--- config.mk ---
export PLATFORM = sky130hd
export DESIGN_NAME = rca_nibble_seq
export DESIGN_NICKNAME = d
export VERILOG_FILES = /design/src/rtl/rca_nibble_seq.sv
export SDC_FILE = /design/constraint.sdc
export NUM_CORES = 1
export LEC_CHECK = 0
export CORE_MARGIN = 3
export CORE_UTILIZATION = 45
export CTS_CLUSTER_SIZE = 28
export DETAILED_ROUTE_END_ITERATION = 16
export GPL_TIMING_DRIVEN = 0
export PLACE_DENSITY = 0.73
export SLEW_MARGIN = 25
export SYNTH_ARGS = -nofsm -noshare
export SYNTH_HDL_FRONTEND = slang
export SYNTH_SLANG_ARGS = --single-unit
--- constraint.sdc ---
create_clock -name clk -period 2.1 [get_ports clk]
set_input_delay 0.42 -clock clk [delete_from_list [all_inputs] [get_ports clk]]
set_output_delay 0.42 -clock clk [all_outputs]
set_load 0.02 [all_outputs]
--- src/rtl/rca_nibble_seq.sv ---
// rca_nibble_seq: multi-cycle adder time-sharing one 4-bit ripple slice, LSB nibble first
module rca_4 (
  input  logic [3:0] a,
  input  logic [3:0] b,
  input  logic       c_in,
  output logic [3:0] sum,
  output logic       c_out
);
  logic [4:0] c;
  assign c[0] = c_in;
  for (genvar i = 0; i < 4; i++) begin : g_fa
    assign sum[i]   = a[i] ^ b[i] ^ c[i];
    assign c[i + 1] = (a[i] & b[i]) | (c[i] & (a[i] ^ b[i]));
  end
  assign c_out = c[4];
endmodule

module rca_nibble_seq #(
  parameter int WIDTH = 16
) (
  input  logic             clk,
  input  logic             rst,
  input  logic             start,
  input  logic [WIDTH-1:0] a,
  input  logic [WIDTH-1:0] b,
  input  logic             c_in,
  output logic             busy,
  output logic             done,
  output logic [WIDTH-1:0] sum,
  output logic             c_out,
  output logic             ovf
);
  localparam int NIBBLES = WIDTH / 4;
  localparam int IW = $clog2(NIBBLES);
  typedef enum logic [1:0] {IDLE, RUN, DONE} state_t;
  state_t state, state_nx;
  logic [WIDTH-1:0] a_sh, b_sh, acc, acc_nx;
  logic [IW-1:0] idx;
  logic [3:0] s_nib;
  logic carry, co, last;
  rca_4 u_slice (.a(a_sh[3:0]), .b(b_sh[3:0]), .c_in(carry), .sum(s_nib), .c_out(co));
  assign last   = idx == IW'(NIBBLES - 1);
  assign acc_nx = {s_nib, acc[WIDTH-1:4]};
  assign busy   = state != IDLE;
  assign done   = state == DONE;
  always_comb begin
    state_nx = state;
    state_nx = state == IDLE ? (start ? RUN : IDLE) : state == RUN ? (last ? DONE : RUN) : IDLE;
  end
  always_ff @(posedge clk or posedge rst)
    if (rst) state <= IDLE;
    else state <= state_nx;
  always_ff @(posedge clk or posedge rst) begin
    if (rst) begin
      a_sh  <= '0;
      b_sh  <= '0;
      acc   <= '0;
      carry <= 1'b0;
      idx   <= '0;
      sum   <= '0;
      c_out <= 1'b0;
      ovf   <= 1'b0;
    end else if (state == IDLE && start) begin
      a_sh  <= a;
      b_sh  <= b;
      carry <= c_in;
      idx   <= '0;
    end else if (state == RUN) begin
      acc   <= acc_nx;
      a_sh  <= a_sh >> 4;
      b_sh  <= b_sh >> 4;
      carry <= co;
      idx   <= idx + 1'b1;
      if (last) begin
        sum   <= acc_nx;
        c_out <= co;
        ovf   <= (a_sh[3] == b_sh[3]) && (s_nib[3] != a_sh[3]);
      end
    end
  end
endmodule
==> flow_summary_export.csv <==
group,metric,value,unit
cells_and_area,drive_gt1_share,24.6,%
critical_path,path_cells,"fa_2, inv_2, fa_2, inv_2, fa_2, inv_2, fa_2, xor2_1, o31ai_1",
timing,max_slew_margin,69.3,%
critical_path,critPathRequiredTime,2350,ps
global_route,antenna_found_initial,0,
floorplan,io_pins,56,
global_route,grt_pass1_wl,11100,um
critical_path,setup.worst_path.start,"carry$_DFFE_PP0P_",
power_and_ir_drop,total_power,0.00664,W
clock_network,numCtsBuffers,9,
detailed_routing,drc,0,
floorplan,design.core.area,0.00639,mm2
hold_path,hold_class,"in -> async",
clock_network,clk_path_buf_depth,2,
critical_path,slowest_stage,"fa_2",
synth,synth_cell_types,33,
global_route,grt-ovfl-total,0,
timing,final_hold_viol_count,0,
global_route,grt_max_degree,30,
synth,synthCells,242,
synth,ys_top_cells_by_count,"67 x dfrtp_1, 37 x o22ai_1, 21 x a21oi_1",
synth,synth_top_area_cell,"dfrtp_1",
cells_and_area,diodes,0,
synth,yosysWarnings,0,
timing,period_share,111,%
timing,final_max_slew_viol_count,0,
floorplan,dieHeight,87.4,um
power_and_ir_drop,powerDensity,1700,mW/mm2
detailed_routing,dr.pass1.iters,4,
synth,ys_seq_elements,67,
cells_and_area,final_nets,354,
clock_network,clkTransAtPathRegs,70,ps
floorplan,die-area,0.00764,mm2
synth,post-synth-top-count-cell,"dfrtp_1",
power_and_ir_drop,p_leak,1.75,nW
timing,tightest_slew,461,ps
timing,period_needed,2330,ps
detailed_routing,routedWlPerCell,16.7,um
timing,rsz0062_at_grt,"true",
synth,synth.avg_cell_area,12.3,um2
status,status,"complete, but fails checks",
synth,synth_nets,284,
cells_and_area,synthToLayoutAreaGrowth,31.0,%
timing,clock.fmax,430,MHz
detailed_routing,routed_wl,6590,um
status,violations,"negative setup slack",
cells_and_area,final_util,61.1,%
clock_network,hold_buffers,0,
detailed_routing,ant_nets,0,
critical_path,cp_max_fo,2,
timing,fin_skew,7.44,ps
clock_network,clk_latency,340,ps
critical_path,critPathMostFrequentCell,"fa_2",
power_and_ir_drop,vdd_drop_max,1.14,mV
clock_network,cts_tree,"yes",
timing,setup_violations,3,
synth,ys_seq_area_share,56.2,%
synth,netlist_area,0.00298,mm2
critical_path,criticalPathCategory,"reg -> reg",
critical_path,r2r_start,"carry$_DFFE_PP0P_",
synth,synth-edff-count,0,
clock_network,h-tree-depth,3,
clock_network,cts_root_buf,"clkbuf_8",
detailed_routing,dr.first_iter.drc_count,136,
flow_run,max_cap_violations,0,
critical_path,endpoint_kind,"flop",
detailed_routing,via_per_inst,5.42,
critical_path,critPathLaunchType,"flop",
synth,ys_async_sr_fraction,100,%
critical_path,max_stage_delay,440,ps
floorplan,die_w,87.4,um
global_route,grt_pass1_vias,2271,
critical_path,arrival,2580,ps
synth,yosys.area.top_type_share,56.2,%
floorplan,num_rows,29,
timing,setup_ws,-227,ps
clock_network,cts_sinks,67,
floorplan,initial_core_util,46.7,%
global_route,track_usage,19.3,%
detailed_routing,num_vias,2134,
placed_design,routabilityCongestion,0.796,
placed_design,portBuffers,54,
synth,synthFlopType,"dfrtp_1",
placed_design,dp_hpwl,4810,um
synth,netlist_top_cells_area,"dfrtp_1 56%, mux2_4 9.1%, o22ai_1 7.8%",
## per-layer routing
| metal | up-vias | track usage (%) | wire length [um] |
|---|---|---|---|
| li1 | 1019 | - | - |
| met5 | - | 0 | 0 |
| met1 | 1030 | 24.6 | 2890 |
| met4 | 0 | 7.67 | 145 |
| met2 | 70 | 31.4 | 3210 |
| met3 | 15 | 4.92 | 343 |
## state kept, by name, indices dropped and copies added, names as in the netlist
signal  flops
a_sh       16
ovf         1
sum        16
state       2
acc        12
idx         2
c_out       1
b_sh       16
carry       1
## worst paths after layout
path | endpoint | slack [ps] | depth (start not counted)
worst max-delay path | ovf$_DFFE_PP0P_ | -230 | 9
worst min register to register | ovf$_DFFE_PP0P_ | 490 | 2
min in group clk | ovf$_DFFE_PP0P_ | 490 | 2
max in group asynchronous | sum[15]$_DFFE_PP0P_ | 1220 | 3
worst min-delay path | state[0]$_DFF_PP0_ | 430 | 2
worst max register to register | ovf$_DFFE_PP0P_ | -230 | 9
## stage by stage
| step | instance area [um2] | setup WS [ps] | instances | hold slack (ps) | TNS (ps) |
|---|---|---|---|---|---|
| 6_report | 3910 | -227 | 394 | 429 | -673 |
| 5_1_grt | 3910 | -341 | 394 | 463 | -968 |
| 4_1_cts | 3880 | -245 | 393 | 426 | -542 |
| 3_5_place_dp | 3670 | -318 | 375 | 478 | -510 |
| 3_3_place_gp | 3630 | -304 | 373 | 473 | -430 |
| 2_1_floorplan | 2990 | -201 | 242 | 464 | -201 |
## what timing repair did
item / CTS / global route
buffers inserted: 2 / 1
gates resized for setup: 6 / 5
pin swaps: 4 / 0
setup endpoints to repair: 6 / 5
gates cloned: 0 / 0
## critical path: cells and delay by family, from the launching register on
| kind | cells | cell delay [ps] |
|---|---|---|
| adders and majority gates | 4 | 1340 |
| DFF | 1 | 410 |
| AOI/OAI and AO/OA | 1 | 180 |
| buffers and inverters | 3 | 160 |
| xor gates and xnor gates | 1 | 150 |
## logic make-up (layout without fill, tap and decap cells)
family	after synthesis	after routing	share of synthesized area, %
buf+inv	32	107	5.71
flops	67	67	56.2
xor+xnor	1	1	0.294
simple gates	29	29	5.20
fa+ha+maj	6	6	3.52
compound gates	83	83	17.7
mux	24	24	11.3
## cells in the final DEF (no fill, tap or decap), types with 3 or more instances in the layout
cell / count
mux2_4: 18
a22o_1: 6
a21oi_1: 21
buf_6: 5
clkdlybuf4s50_1: 52
nor2b_1: 3
inv_1: 9
buf_2: 9
dfrtp_1: 67
mux2_2: 6
o22ai_1: 37
clkinv_2: 3
inv_2: 4
nand2b_1: 3
nor2_1: 8
clkbuf_1: 3
clkbuf_8: 10
fa_2: 4
o21ai_0: 8
nand2_1: 9
buf_4: 4
## power by group
group	total, W	internal [W]	leakage [nW]	switching (W)
combinational	0.00322	0.00172	0.835	0.00150
sequential	0.00237	0.00193	0.812	0.000445
clock	0.00105	0.000575	0.0991	0.000480
total	0.00664	0.00422	1.75	0.00242
## final cells by class
| type | count | area (um2) |
|---|---|---|
| Buffer | 18 | 120 |
| Clock buffer | 11 | 141 |
| Tap cell | 77 | 96.3 |
| Sequential cell | 67 | 1680 |
| Clock inverter | 5 | 52.6 |
| Inverter | 14 | 56.3 |
| Timing Repair Buffer | 59 | 604 |
| Fill cell | 533 | 2480 |
| Multi-Input combinational cell | 143 | 1160 |
Note: power is estimated with default switching activity, not from simulation.
